[src/rtl/prog_fsm_pkg.sv]
// Shared constants and types for the table-driven Moore FSM.
// Holds the default parameter values, the state/symbol typedefs for the
// default geometry, the named states of the default five-state machine,
// and a helper that gives the number of table columns for an input width.
package prog_fsm_pkg;

  localparam int DEF_NUM_STATES  = 5;
  localparam int DEF_STATE_W     = 3;
  localparam int DEF_IN_W        = 2;
  localparam int DEF_OUT_W       = 1;
  localparam int DEF_RESET_STATE = 0;

  typedef logic [DEF_STATE_W-1:0] state_t;
  typedef logic [DEF_IN_W-1:0]    sym_t;

  localparam state_t ST_A = 3'd0;
  localparam state_t ST_B = 3'd1;
  localparam state_t ST_C = 3'd2;
  localparam state_t ST_D = 3'd3;
  localparam state_t ST_E = 3'd4;

  // One next-state column per possible input symbol.
  function automatic int tbl_cols(input int in_w);
    return 1 << in_w;
  endfunction

endpackage

[src/rtl/prog_fsm_table.sv]
// Flop-based next-state and output tables for prog_fsm, plus the
// configuration write-legality check and the sticky error flag.
// Ports:
//   clk, reset      clock / async active-high reset
//   i_nxt_we        next-state table write strobe
//   i_out_we        output table write strobe
//   i_wr_state      row to write
//   i_wr_sym        column (input symbol) for a next-state write
//   i_wr_next       next-state value to write
//   i_wr_out        output value to write
//   i_rd_state      row to read (current state)
//   i_rd_sym        column to read (current input)
//   o_rd_next       next_table[i_rd_state][i_rd_sym]
//   o_rd_out        out_table[i_rd_state]
//   o_cfg_err       sticky illegal-write flag
module prog_fsm_table
  import prog_fsm_pkg::*;
#(
  parameter int NUM_STATES = DEF_NUM_STATES,
  parameter int STATE_W    = DEF_STATE_W,
  parameter int IN_W       = DEF_IN_W,
  parameter int OUT_W      = DEF_OUT_W
) (
  input  logic               clk,
  input  logic               reset,
  input  logic               i_nxt_we,
  input  logic               i_out_we,
  input  logic [STATE_W-1:0] i_wr_state,
  input  logic [IN_W-1:0]    i_wr_sym,
  input  logic [STATE_W-1:0] i_wr_next,
  input  logic [OUT_W-1:0]   i_wr_out,
  input  logic [STATE_W-1:0] i_rd_state,
  input  logic [IN_W-1:0]    i_rd_sym,
  output logic [STATE_W-1:0] o_rd_next,
  output logic [OUT_W-1:0]   o_rd_out,
  output logic               o_cfg_err
);

  localparam int LP_COLS = tbl_cols(IN_W);
  // One extra bit so NUM_STATES == 2**STATE_W is representable.
  localparam logic [STATE_W:0] LP_NUM = (STATE_W+1)'(NUM_STATES);

  logic [STATE_W-1:0] r_nxt_tbl [NUM_STATES][LP_COLS];
  logic [OUT_W-1:0]   r_out_tbl [NUM_STATES];
  logic               r_cfg_err;

  logic w_row_ok;
  logic w_next_ok;
  logic w_rd_ok;

  assign w_row_ok  = ({1'b0, i_wr_state} < LP_NUM);
  assign w_next_ok = ({1'b0, i_wr_next}  < LP_NUM);
  assign w_rd_ok   = ({1'b0, i_rd_state} < LP_NUM);

  always_ff @(posedge clk or posedge reset) begin
    if (reset) begin
      // Every row initially points to itself, so an unprogrammed machine holds.
      for (int s = 0; s < NUM_STATES; s++) begin
        r_out_tbl[s] <= '0;
        for (int c = 0; c < LP_COLS; c++) begin
          r_nxt_tbl[s][c] <= STATE_W'(s);
        end
      end
      r_cfg_err <= 1'b0;
    end else begin
      if (i_nxt_we && w_row_ok && w_next_ok) begin
        r_nxt_tbl[i_wr_state][i_wr_sym] <= i_wr_next;
      end
      if (i_out_we && w_row_ok) begin
        r_out_tbl[i_wr_state] <= i_wr_out;
      end
      if ((i_nxt_we && !(w_row_ok && w_next_ok)) || (i_out_we && !w_row_ok)) begin
        r_cfg_err <= 1'b1;
      end
    end
  end

  // The state register can only reach legal rows; the guard keeps the
  // read well-defined for any index value.
  always_comb begin
    o_rd_next = i_rd_state;
    o_rd_out  = '0;
    if (w_rd_ok) begin
      o_rd_next = r_nxt_tbl[i_rd_state][i_rd_sym];
      o_rd_out  = r_out_tbl[i_rd_state];
    end
  end

  assign o_cfg_err = r_cfg_err;

endmodule

[src/rtl/prog_fsm.sv]
// Table-driven Moore FSM. Next-state and output tables are written at
// runtime through the cfg_* port; the state register advances when en=1.
// Ports:
//   clk, reset      clock / async active-high reset
//   in              input symbol
//   en              run enable (0 holds the state)
//   cfg_nxt_we      next-state table write strobe
//   cfg_out_we      output table write strobe
//   cfg_state       table row to write
//   cfg_in          table column for a next-state write
//   cfg_next        next-state value to write
//   cfg_out         output value to write
//   present_state   current state
//   out             Moore output, out_table[present_state]
//   state_changed   one-cycle pulse after a state change
//   cfg_err         sticky illegal-write flag
//
// state      | meaning
// RESET_STATE| entered on reset; all others defined by the loaded table
// < NUM_STATES| legal, reachable only via table entries
module prog_fsm
  import prog_fsm_pkg::*;
#(
  parameter int NUM_STATES  = DEF_NUM_STATES,
  parameter int STATE_W     = DEF_STATE_W,
  parameter int IN_W        = DEF_IN_W,
  parameter int OUT_W       = DEF_OUT_W,
  parameter int RESET_STATE = DEF_RESET_STATE
) (
  input  logic               clk,
  input  logic               reset,
  input  logic [IN_W-1:0]    in,
  input  logic               en,
  input  logic               cfg_nxt_we,
  input  logic               cfg_out_we,
  input  logic [STATE_W-1:0] cfg_state,
  input  logic [IN_W-1:0]    cfg_in,
  input  logic [STATE_W-1:0] cfg_next,
  input  logic [OUT_W-1:0]   cfg_out,
  output logic [STATE_W-1:0] present_state,
  output logic [OUT_W-1:0]   out,
  output logic               state_changed,
  output logic               cfg_err
);

  logic [STATE_W-1:0] r_state;
  logic               r_changed;

  logic [STATE_W-1:0] w_tbl_next;
  logic [OUT_W-1:0]   w_tbl_out;
  logic [STATE_W-1:0] w_state_nxt;
  logic               w_changed_nxt;

  // Reads of the table see the pre-edge contents, so a write on the same
  // edge as a transition only affects later transitions.
  prog_fsm_table #(
    .NUM_STATES (NUM_STATES),
    .STATE_W    (STATE_W),
    .IN_W       (IN_W),
    .OUT_W      (OUT_W)
  ) u_table (
    .clk        (clk),
    .reset      (reset),
    .i_nxt_we   (cfg_nxt_we),
    .i_out_we   (cfg_out_we),
    .i_wr_state (cfg_state),
    .i_wr_sym   (cfg_in),
    .i_wr_next  (cfg_next),
    .i_wr_out   (cfg_out),
    .i_rd_state (r_state),
    .i_rd_sym   (in),
    .o_rd_next  (w_tbl_next),
    .o_rd_out   (w_tbl_out),
    .o_cfg_err  (cfg_err)
  );

  always_ff @(posedge clk or posedge reset) begin
    if (reset) begin
      r_state   <= STATE_W'(RESET_STATE);
      r_changed <= 1'b0;
    end else begin
      r_state   <= w_state_nxt;
      r_changed <= w_changed_nxt;
    end
  end

  always_comb begin
    w_state_nxt   = r_state;
    w_changed_nxt = 1'b0;
    if (en) begin
      w_state_nxt   = w_tbl_next;
      w_changed_nxt = (w_tbl_next != r_state);
    end
  end

  always_comb begin
    present_state = r_state;
    out           = w_tbl_out;
    state_changed = r_changed;
  end

endmodule

[config.mk]
export PLATFORM = sky130hd
export DESIGN_NAME = prog_fsm
export DESIGN_NICKNAME = d
export VERILOG_FILES = /design/src/rtl/prog_fsm_pkg.sv /design/src/rtl/prog_fsm_table.sv /design/src/rtl/prog_fsm.sv
export SDC_FILE = /design/constraint.sdc
export NUM_CORES = 1
export LEC_CHECK = 0
export ABC_CLOCK_PERIOD_IN_PS = 2400
export CAP_MARGIN = 10
export CORE_ASPECT_RATIO = 2
export CORE_UTILIZATION = 50
export DETAILED_ROUTE_END_ITERATION = 16
export PLACE_DENSITY = 0.72
export SLEW_MARGIN = 0
export SYNTH_ARGS = -nofsm -noshare
export SYNTH_HDL_FRONTEND = slang
export SYNTH_SLANG_ARGS = --single-unit
[constraint.sdc]
create_clock -name clk -period 2.4 [get_ports clk]
set_clock_uncertainty 0.15 [all_clocks]
set_input_delay 0.48 -clock clk [delete_from_list [all_inputs] [get_ports clk]]
set_output_delay 0.48 -clock clk [all_outputs]
set_load 0.1 [all_outputs]
==> results of run 1 <==
==> layout by cell type (no fill, tap or decap), drive strengths merged, types with 2 or more instances in the layout <==
master and n:
a21oi 4, clkinvlp 2, inv 7, nand2 16, nand3 7, clkinv 2
nor3b 2, mux2 65, mux4 14, buf 40, mux2i 7, and3 2
nand3b 2, a31oi 3, o21ai 4, dfstp 20, clkdlybuf4s50 14, or3 3
dfrtp 50, clkbuf 12, nor2 22
==> final cells by class <==
type | count | area (um^2)
clock inverters | 4 | 47.55
repair buffers | 55 | 503.0
flip-flops and latches | 70 | 1782
inverters | 8 | 33.78
clock buffers | 12 | 236.5
well taps | 88 | 110.1
multi-input cells | 168 | 1605
fillers | 519 | 2356
==> cells by family after synthesis <==
kind of cell           after synthesis
AO/OA/AOI/OAI                       20
multiplexers                        86
flip-flops                          70
buffers and inverters               21
AND/OR/NAND/NOR                     62
==> final timing paths <==
check | endpoint | from | cells after the start | slack [ns]
max reg2reg | state_changed | present_state[0] | 6 | 0.09
min reg2reg | u_table.o_cfg_err | u_table.o_cfg_err | 1 | 0.32
min | u_table.r_nxt_tbl[30] | reset | 2 | 0.31
max | u_table.r_nxt_tbl[19] | cfg_next[0] | 9 | 0.07
min in group clk | u_table.o_cfg_err | u_table.o_cfg_err | 1 | 0.32
max in group asynchronous | u_table.r_nxt_tbl[19] | reset | 3 | 1.14
==> per-layer routing <==
layer / part of all wire / GRT usage / vias up
met1: 0.37 / 0.2807 / 1188
li1: - / - / 1063
met5: 0 / 0 / -
met3: 0.039 / 0.07435 / 17
met4: 0.032 / 0.1335 / 0
met2: 0.55 / 0.4192 / 62
==> sequential cells by signal (all words and copies together) (netlist names) <==
register	flops
u_table.r_nxt_tbl	60
u_table.o_cfg_err	1
u_table.r_out_tbl	5
present_state	3
state_changed	1
==> metrics by stage <==
stage / setup TNS [ns] / util / setup slack [ns]
2_1_floorplan: -0.07457 / - / -0.07457
3_3_place_gp: -10.50 / 0.5990 / -0.3635
3_5_place_dp: -11.70 / 0.5990 / -0.3554
4_1_cts: 0 / 0.6447 / 0.03032
5_1_grt: -0.0005462 / 0.6470 / -0.0005462
6_report: 0 / 0.6470 / 0.06649
==> power groups by stage <==
| stage | combinational (W) | sequential (W) | clock (W) |
|---|---|---|---|
| 6_report | 0.00111 | 0.00154 | 0.00128 |
| 5_1_grt | 0.00118 | 0.00156 | 0.00134 |
| 4_1_cts | 0.00110 | 0.00153 | 0.00130 |
| 3_5_place_dp | 0.00104 | 0.00158 | 0 |
| 3_3_place_gp | 0.00102 | 0.00156 | 0 |
| 2_1_floorplan | 0.000630 | 0.00167 | 0 |
==> timing repair <==
| item | 4_1_cts | 5_1_grt |
|---|---|---|
| pin swaps | 0 | 2 |
| hold buffers | 0 | 0 |
| setup buffers | 3 | 2 |
| endpoints found under the setup margin | 4 | 7 |
| gates resized for setup | 3 | 5 |
==> load_flow_metrics.sql, run 1 <==
INSERT INTO impl_metrics (metric_group, metric, value, unit) VALUES
('status', 'status', 'finished clean', ''),
('placed_design', 'io_buffers', '21', ''),
('floorplanning', 'fp.dieArea', '7340', 'um^2'),
('power_and_ir_drop', 'power.density_cell_area', '908.0', 'nW/um^2'),
('route', 'drt_pre_antenna_iters', '4', ''),
('floorplanning', 'placement_rows', '42', ''),
('cts', 'cts.htree.levels', '3', ''),
('logic_synthesis', 'post_synth_inst_count', '259', ''),
('placed_design', 'place.detailed.instances', '384', ''),
('finish', 'area_growth', '23.69', '%'),
('placed_design', 'hpwlAfterDp', '5.825', 'mm'),
('worst_setup_path', 'critical_path.n_buffers_inverters', '4', ''),
('power_and_ir_drop', 'net-switching-power', '0.001258', 'W'),
('logic_synthesis', 'post_synth_fa_ha_maj_area_fraction', '0', ''),
('power_and_ir_drop', 'p_total', '0.003920', 'W'),
('route', 'via_per_inst', '5.753', ''),
('power_and_ir_drop', 'pwr-share-clk', '0.325', ''),
('route', 'detail_route.wirelength', '8.073', 'mm'),
('power_and_ir_drop', 'power.switching_fraction', '0.3209', ''),
('logic_synthesis', 'netlist-cell-type-count', '38', ''),
('finish', 'post_route_cells_drive_above_1_share', '0.4826', ''),
('power_and_ir_drop', 'power.share.combinational', '0.282', ''),
('logic_synthesis', 'synth_top_flop_cell', 'sky130_fd_sc_hd__dfrtp_1', ''),
('global_routing', 'grt_antenna_before_repair', '0', ''),
('hold_path', 'worstHoldPathType', 'primary input to asynchronous set/reset pin', ''),
('placed_design', 'gpl.final_weighted_congestion', '0.8159', ''),
('worst_setup_path', 'critPathArrivalTime', '2.43', 'ns'),
('worst_setup_path', 'crit_slowest_cell', 'sky130_fd_sc_hd__clkdlybuf4s50_1', ''),
('cts', 'worst_setup_hold_path_clk_slew', '0.05', 'ns'),
('timing', 'holdWs', '0.3113', 'ns'),
('worst_setup_path', 'worst-endpoint-required', '2.50', 'ns'),
('floorplanning', 'initial_utilization', '0.5231', ''),
('floorplanning', 'die_w', '61.09', 'um'),
('logic_synthesis', 'synth.yosys.seq_area_share', '0.5090', ''),
('power_and_ir_drop', 'ir_worst_vdd', '0.7074', 'mV'),
('power_and_ir_drop', 'p_int', '0.002662', 'W'),
('cts', 'clock_tree.root_cell', 'sky130_fd_sc_hd__clkbuf_16', ''),
('logic_synthesis', 'post_synth_instance_area', '3491', 'um^2'),
('global_routing', 'maximum_number_of_pins_on_one_net_before_global_route_repair', '58', ''),
('route', 'drt.antenna.violating_nets', '0', ''),
('timing', 'timing.fmax', '428.5', 'MHz'),
('timing', 'setup-violations-final', '0', ''),
('route', 'drc', '0', ''),
('logic_synthesis', 'synth_edf_count', '0', ''),
('logic_synthesis', 'synth_simple_gate_area_frac', '0.08602', ''),
('logic_synthesis', 'synth_top_family_by_area', 'multiplexers', ''),
('floorplanning', 'dieHeight', '120.2', 'um'),
('logic_synthesis', 'synth_top_area_share', '0.3584', ''),
('power_and_ir_drop', 'sequentialPowerShare', '0.392', ''),
('logic_synthesis', 'synth-compound-area-share', '0.04194', ''),
('finish', 'finish.instance_area', '4318', 'um^2'),
('cts', 'clkLatencyLatePin', '0.33', 'ns'),
('cts', 'deepest_clock_path_buffer_count', '2', ''),
('route', 'vias', '2330', ''),
('timing', 'finalCritPeriodShare', '0.9723', ''),
('timing', 'time_the_worst_path_needs_with_i_o_delays_and_setup', '2.334', 'ns'),
('logic_synthesis', 'dominant_cell_by_count_in_the_synthesized_netlist', 'sky130_fd_sc_hd__mux2_2', ''),
('global_routing', 'first_global_vias', '2470', ''),
('cts', 'cts_buffers', '9', ''),
('timing', 'slew_violations', '0', ''),
('logic_synthesis', 'synth-async-reset-ratio', '1.000', ''),
('cts', 'numClockSinks', '70', ''),
('logic_synthesis', 'syn_area_per_cell', '13.48', 'um^2'),
('cts', 'tritoncts', 'yes', ''),
('worst_setup_path', 'endpoint_kind', 'flip-flop', ''),
('worst_setup_path', 'crit_path_start_kind', 'primary input', ''),
('logic_synthesis', 'post-synth-top-area-cell', 'sky130_fd_sc_hd__dfrtp_1', ''),
('floorplanning', 'ioPinCount', '22', ''),
('route', 'drt_first_iter_violations', '78', ''),
('logic_synthesis', 'ys_top_cells_by_area', 'sky130_fd_sc_hd__dfrtp_1 (36%), sky130_fd_sc_hd__mux2_2 (21%), sky130_fd_sc_hd__dfstp_2 (15%), sky130_fd_sc_hd__mux4_1 (9.0%), sky130_fd_sc_hd__nor2_1 (2.4%)', ''),
('logic_synthesis', 'synth.area.mux_share', '0.3330', '');
No activity file was read; power rests on OpenSTA's default activity.
==> run 2, diff against run 1 <==
CORE_UTILIZATION = 45   (was 50)
DONT_BUFFER_PORTS = 1   (was unset)
PLACE_DENSITY = unset   (was 0.72)
==> run 2 against run 1 <==
Setup slack better by 0.013 ns. Core utilization is 12 points lower. Maximum frequency is 0.54% higher. Sequential power hardly changed. Register-to-register slack better by 0.11 ns. Die area is 11% higher. Cell count is 8.1% lower. Combinational power is 8% lower. Non-clock buffer count is 39 lower. Global-route usage is 2.9 points lower. Routed wire length is 2.0% lower. Worst hold slack worse by 0.21 ns. Highest routed layer unchanged.
==> load_flow_metrics.sql, run 2 (synthesis gave the netlist of run 1 again) <==
INSERT INTO impl_metrics (metric_group, metric, value, unit) VALUES
('route', 'vias', '2154', ''),
('cts', 'cts_buffers', '9', ''),
('timing', 'timing.fmax', '430.9', 'MHz'),
('timing', 'holdWs', '0.1010', 'ns'),
('finish', 'max_flop_register', 'u_table.r_nxt_tbl', ''),
('route', 'via_per_inst', '5.790', ''),
('power_and_ir_drop', 'total_leakage_power', '1.778', 'nW'),
('placed_design', 'hpwlAfterDp', '5.845', 'mm'),
('route', 'drc', '0', ''),
('global_routing', 'wire_length_of_the_first_global_routing_pass', '12.99', 'mm'),
('global_routing', 'use_met3', '0.03957', ''),
('finish', 'area_growth', '13.62', '%'),
('global_routing', 'gr-usage-met2', '0.3963', ''),
('floorplanning', 'dieHeight', '126.6', 'um'),
('finish', 'num-nets-final', '289', ''),
('worst_setup_path', 'reg2regPathDepth', '6', ''),
('global_routing', 'maximum_number_of_pins_on_one_net_before_global_route_repair', '71', ''),
('timing', 'worstMarginPinSlew', '0.8924', 'ns'),
('timing', 'setup-violations-final', '0', ''),
('worst_setup_path', 'crit_path_start_kind', 'flip-flop', ''),
('timing', 'time_the_worst_path_needs_with_i_o_delays_and_setup', '2.321', 'ns'),
('power_and_ir_drop', 'power.density_cell_area', '945.0', 'nW/um^2'),
('worst_setup_path', 'critPathArrivalTime', '1.69', 'ns'),
('cts', 'clock_tree.root_cell', 'sky130_fd_sc_hd__clkbuf_16', ''),
('status', 'status', 'finished clean', ''),
('worst_setup_path', 'timing.rr.end', 'state_changed', ''),
('finish', 'final.fill_count', '677', ''),
('global_routing', 'globalRouteOverflowTotal', '0', ''),
('worst_setup_path', 'critical_path_start_end_classification', 'flip-flop to primary output', ''),
('floorplanning', 'fp.dieArea', '8135', 'um^2'),
('worst_setup_path', 'endpoint_kind', 'primary output', ''),
('worst_setup_path', 'r2r_slack', '0.20', 'ns'),
('route', 'avgRoutedWirePerCell', '21.26', 'um'),
('floorplanning', 'placement_rows', '45', ''),
('timing', 'finalCritPeriodShare', '0.9670', ''),
('finish', 'post_route_cells_drive_above_1_share', '0.4388', ''),
('hold_path', 'worstHoldPathType', 'primary input to flip-flop', ''),
('hold_path', 'holdPathStages', '1', ''),
('cts', 'worst_setup_hold_path_clk_slew', '0.05', 'ns'),
('route', 'drt.antenna.violating_nets', '0', ''),
('worst_setup_path', 'worst-endpoint-required', '1.77', 'ns'),
('floorplanning', 'die_w', '64.28', 'um'),
('route', 'drt_pre_antenna_iters', '4', ''),
('route', 'drt_first_iter_violations', '111', ''),
('floorplanning', 'initial_utilization', '0.4627', ''),
('cts', 'deepest_clock_path_buffer_count', '2', ''),
('cts', 'tritoncts', 'yes', ''),
('global_routing', 'first_global_vias', '2394', ''),
('finish', 'most_common_cell_after_layout_fill_and_taps_aside', 'sky130_fd_sc_hd__mux2_2', ''),
('timing', 'finalHoldViolations', '0', ''),
('global_routing', 'met1_usage', '0.2404', ''),
('timing', 'grt_setup_unrepaired', 'false', ''),
('power_and_ir_drop', 'p_total', '0.003748', 'W'),
('finish', 'most_frequent_cells_in_the_layout', 'sky130_fd_sc_hd__mux2_2 (65), sky130_fd_sc_hd__dfrtp_1 (48), sky130_fd_sc_hd__nor2_1 (22)', ''),
('placed_design', 'io_buffers', '0', ''),
('cts', 'clkLatencyLatePin', '0.33', 'ns'),
('finish', 'largest_reg_flops', '60', ''),
('hold_path', 'hold_crit_start', 'en', ''),
('cts', 'cts.htree.levels', '3', ''),
('power_and_ir_drop', 'ir_worst_vdd', '0.5150', 'mV'),
('worst_setup_path', 'critical_path.reg2reg.startpoint', 'present_state[0]', ''),
('route', 'detail_route.wirelength', '7.908', 'mm'),
('timing', 'remaining_max_slew_budget_at_the_tightest_pin', '0.4051', ''),
('global_routing', 'gr-max-usage-layer', 'met2', ''),
('timing', 'slew_violations', '0', ''),
('hold_path', 'min_to', 'present_state[2]', ''),
('cts', 'numClockSinks', '70', ''),
('floorplanning', 'core', '7545', 'um^2'),
('global_routing', 'grt_antenna_before_repair', '0', ''),
('placed_design', 'gpl.final_weighted_congestion', '0.8760', ''),
('floorplanning', 'ioPinCount', '22', ''),
('worst_setup_path', 'crit_path_max_fanout', '6', ''),
('finish', 'antenna_cells_inserted', '0', ''),
('global_routing', 'groute.usage.overall', '0.2242', ''),
('flow_run', 'max_cap_violations', '0', '');
==> run 2: metal layers <==
metal  share of wire  up-vias
li1                -      990
met1            0.37     1107
met2            0.56       33
met3           0.018       24
met4           0.044        0
met5               0        -
==> run 2: area by class of cell <==
cell class / instances / area [um^2] / share of cell area
timing repair buffer: 16 / 151.4 / 0.03817
sequential: 70 / 1779 / 0.4486
inverter: 8 / 33.78 / 0.008517
clock buffer: 15 / 267.8 / 0.06751
clock inverter: 1 / 5.005 / 0.001262
tap: 94 / 117.6 / 0.02965
multi-input combinational: 168 / 1612 / 0.4063
==> run 2: per-stage QoR <==
stage	setup slack (ns)	area (um^2)	utilization	TNS [ns]	instances
after floorplan	-0.07457	3500	-	-0.07457	259
after global placement	0.2177	3657	0.4847	0	352
after detailed placement	0.1646	3657	0.4847	0	352
after CTS	0.04479	3951	0.5237	0	370
after global routing	0.01775	3966	0.5257	0	372
final	0.07912	3966	0.5257	0	372
==> run 2: how the worst max path moves through the flow <==
stage / from / cells after the start / endpoint
finish: present_state[0] / 5 / out
global route: present_state[1] / 4 / out
CTS: present_state[0] / 5 / out
detailed placement: cfg_next[0] / 5 / u_table.r_nxt_tbl[35]
global placement: cfg_next[0] / 5 / u_table.r_nxt_tbl[35]
floorplan: present_state[0] / 4 / out
==> run 2: repair_timing <==
action,in CTS,in global routing
setup endpoints to repair,1,1
gates cloned,0,0
buffers inserted,1,2
gates resized for setup,1,0
hold buffers,1,0
endpoints found under the hold margin,50,0
==> run 2: critical path, cell delays in order, from the launching register on <==
cell and delay, ns:
sky130_fd_sc_hd__dfrtp_2 0.37, sky130_fd_sc_hd__buf_6 0.13, sky130_fd_sc_hd__mux4_1 0.54, sky130_fd_sc_hd__nand2_1 0.09
sky130_fd_sc_hd__nand2_2 0.07, sky130_fd_sc_hd__buf_12 0.16
==> run 2: power breakdown <==
group	internal, W	total (W)	switching, W	leakage (nW)
clock	0.000755	0.00120	0.000444	0.134
sequential	0.00138	0.00153	0.000142	0.862
combinational	0.000440	0.00102	0.000584	0.782
==> run 3, diff against run 2 <==
ABC_CLOCK_PERIOD_IN_PS = 2000   (was 2400)
clock period = 2 ns   (was 2.4 ns; I/O delays follow)
==> run 3 against run 2 <==
The run now ends with setup timing left. Via count up 2.2%. Die area unchanged. Cell count up 4.6%. Core utilization up 2.1 points. Critical path depth down 1. Design area up 3.9%. Combinational power up 35%. Sequential share of layout area down 1.6 points. Total power up 24%. Clock power up 21%. Setup slack worse by 0.21 ns. Sequential cell count unchanged. Largest cell class unchanged. Highest routed layer unchanged.
==> load_flow_metrics.sql, run 3 (synthesis gave the netlist of run 1 again) <==
INSERT INTO impl_metrics (metric_group, metric, value, unit) VALUES
('worst_setup_path', 'slowest_delay', '0.51', 'ns'),
('cts', 'deepest_clock_path_buffer_count', '2', ''),
('flow_run', 'max_cap_violations', '0', ''),
('finish', 'most_frequent_cells_in_the_layout', 'sky130_fd_sc_hd__mux2_2 (65), sky130_fd_sc_hd__dfrtp_1 (47), sky130_fd_sc_hd__buf_4 (26)', ''),
('cts', 'cts_buffers', '9', ''),
('finish', 'post_route_cells_drive_above_1_share', '0.4983', ''),
('finish', 'most_common_cell_after_layout_fill_and_taps_aside', 'sky130_fd_sc_hd__mux2_2', ''),
('power_and_ir_drop', 'ir_worst_vdd', '0.8135', 'mV'),
('route', 'detail_route.wirelength', '8.222', 'mm'),
('worst_setup_path', 'crit_path_max_fanout', '3', ''),
('floorplanning', 'fp.dieArea', '8135', 'um^2'),
('finish', 'area_growth', '18.06', '%'),
('power_and_ir_drop', 'power.density_cell_area', '1128', 'nW/um^2'),
('cts', 'numClockSinks', '70', ''),
('timing', 'finalCritPeriodShare', '1.064', ''),
('worst_setup_path', 'category_of_cells_accounting_for_the_largest_share_of_critical_path_delay', 'multiplexers', ''),
('worst_setup_path', 'critical_path_start_end_classification', 'flip-flop to primary output', ''),
('timing', 'timing.fmax', '469.8', 'MHz'),
('global_routing', 'groute.usage.overall', '0.2255', ''),
('global_routing', 'globalRouteOverflowTotal', '0', ''),
('floorplanning', 'initial_utilization', '0.4627', ''),
('worst_setup_path', 'critPathMostFrequentCell', 'sky130_fd_sc_hd__nand2_2', ''),
('placed_design', 'hpwlAfterDp', '5.971', 'mm'),
('timing', 'finalHoldViolations', '0', ''),
('worst_setup_path', 'cell_by_cell_listing_of_the_critical_path', 'mux4_2 -> nand2_2 -> nand2_2 -> buf_12', ''),
('timing', 'time_the_worst_path_needs_with_i_o_delays_and_setup', '2.129', 'ns'),
('power_and_ir_drop', 'total_leakage_power', '1.856', 'nW'),
('cts', 'worst_setup_hold_path_clk_slew', '0.05', 'ns'),
('floorplanning', 'dieHeight', '126.6', 'um'),
('cts', 'tritoncts', 'yes', ''),
('floorplanning', 'core', '7545', 'um^2'),
('floorplanning', 'placement_rows', '45', ''),
('hold_path', 'worstHoldPathType', 'primary input to flip-flop', ''),
('worst_setup_path', 'endpoint_kind', 'primary output', ''),
('timing', 'slew_violations', '0', ''),
('placed_design', 'io_buffers', '0', ''),
('status', 'violations', 'setup timing', ''),
('timing', 'grt_setup_unrepaired', 'true', ''),
('route', 'via_per_inst', '5.658', ''),
('timing', 'setup_ws', '-0.1287', 'ns'),
('timing', 'setup-violations-final', '4', ''),
('route', 'drt.antenna.violating_nets', '0', ''),
('route', 'drt_first_iter_violations', '80', ''),
('cts', 'clkLatencyLatePin', '0.33', 'ns'),
('finish', 'antenna_cells_inserted', '0', ''),
('timing', 'worstMarginPinSlew', '0.8850', 'ns'),
('worst_setup_path', 'critPathArrivalTime', '1.58', 'ns'),
('worst_setup_path', 'crit_path_start_kind', 'flip-flop', ''),
('floorplanning', 'die_w', '64.28', 'um'),
('finish', 'max_flop_register', 'u_table.r_nxt_tbl', ''),
('finish', 'final.fill_count', '652', ''),
('worst_setup_path', 'crit_slowest_cell', 'sky130_fd_sc_hd__mux4_2', ''),
('finish', 'combined_area_of_the_multi_input_logic_cells', '1625', 'um^2'),
('placed_design', 'pre_cts_ws', '-0.1576', 'ns'),
('global_routing', 'first_global_vias', '2379', ''),
('worst_setup_path', 'worst-endpoint-required', '1.45', 'ns'),
('cts', 'cts.htree.levels', '3', ''),
('finish', 'largest_reg_flops', '60', ''),
('timing', 'remaining_max_slew_budget_at_the_tightest_pin', '0.4100', ''),
('route', 'vias', '2201', ''),
('route', 'drt_pre_antenna_iters', '4', ''),
('global_routing', 'maximum_number_of_pins_on_one_net_before_global_route_repair', '54', ''),
('route', 'drc', '0', ''),
('global_routing', 'wire_length_of_the_first_global_routing_pass', '12.86', 'mm'),
('global_routing', 'grt_antenna_before_repair', '0', ''),
('status', 'status', 'finished, violations left', ''),
('finish', 'utilization', '0.5463', ''),
('floorplanning', 'ioPinCount', '22', ''),
('route', 'avgRoutedWirePerCell', '21.14', 'um'),
('cts', 'clock_tree.root_cell', 'sky130_fd_sc_hd__clkbuf_16', ''),
('finish', 'num-nets-final', '306', ''),
('worst_setup_path', 'critical_path.n_buffers_inverters', '1', ''),
('finish', 'area.sequential', '1783', 'um^2'),
('placed_design', 'gpl.final_weighted_congestion', '0.7519', '');
## run 3: worst paths after layout
path                                  startpoint                     to  slack [ns]  depth (start not counted)
max in group asynchronous                  reset   u_table.r_nxt_tbl[5]        0.66                          3
max reg2reg                     present_state[0]          state_changed       -0.13                          6
min reg2reg                u_table.r_nxt_tbl[43]  u_table.r_nxt_tbl[43]        0.35                          1
max                             present_state[0]                    out       -0.13                          4
min in group asynchronous                  reset  u_table.r_nxt_tbl[50]        0.40                          2
min                                           en          state_changed        0.05                          1
## run 3: routing by layer
metal  GRT usage  wire (um)
met1      0.2282       2989
met2      0.3969       4554
met3     0.05665        252
met4      0.1477        427
met5           0          0
## run 3: timing repair
item,in CTS,in global routing
buffers inserted,4,0
resized for setup,6,5
pin swaps,1,0
hold buffers,2,0
cloned,0,0
endpoints found under the setup margin,3,5
endpoints found under the hold margin,14,0
## run 3: worst reg2reg max path: stages (launching register included)
cell and delay, ns:
sky130_fd_sc_hd__dfrtp_4 0.44, sky130_fd_sc_hd__buf_6 0.14, sky130_fd_sc_hd__mux4_2 0.55, sky130_fd_sc_hd__a31oi_1 0.16, sky130_fd_sc_hd__o211a_1 0.21, sky130_fd_sc_hd__o2111ai_2 0.11, sky130_fd_sc_hd__o31a_1 0.26
## run 3: report_power, final
group / total, W / switching [W] / internal [W]
registers: 0.00182 / 0.000157 / 0.00167
clock network: 0.00145 / 0.000542 / 0.000906
logic: 0.00138 / 0.000760 / 0.000617
total: 0.00465 / 0.00146 / 0.00319
## run 3: area by class of cell
type | count | area share
clock buffer | 15 | 0.06497
clock inverter | 1 | 0.001214
inverter | 8 | 0.008197
multi-input combinational | 168 | 0.3944
sequential | 70 | 0.4326
tap | 94 | 0.02854
timing repair buffer | 33 | 0.07013
## run 3: through the flow
stage / instance area [um^2] / total power (W) / std cells / setup TNS [ns] / hold WS [ns]
after floorplan: 3503 / 0.002761 / 259 / -0.5181 / 0.3203
after global placement: 3774 / 0.003074 / 367 / -1.199 / 0.1363
after detailed placement: 3774 / 0.003102 / 367 / -2.983 / 0.1395
after CTS: 4101 / 0.004654 / 389 / -0.2795 / 0.03480
after global routing: 4121 / 0.004828 / 389 / -0.5188 / 0.04587
final: 4121 / 0.004647 / 389 / -0.3034 / 0.04742
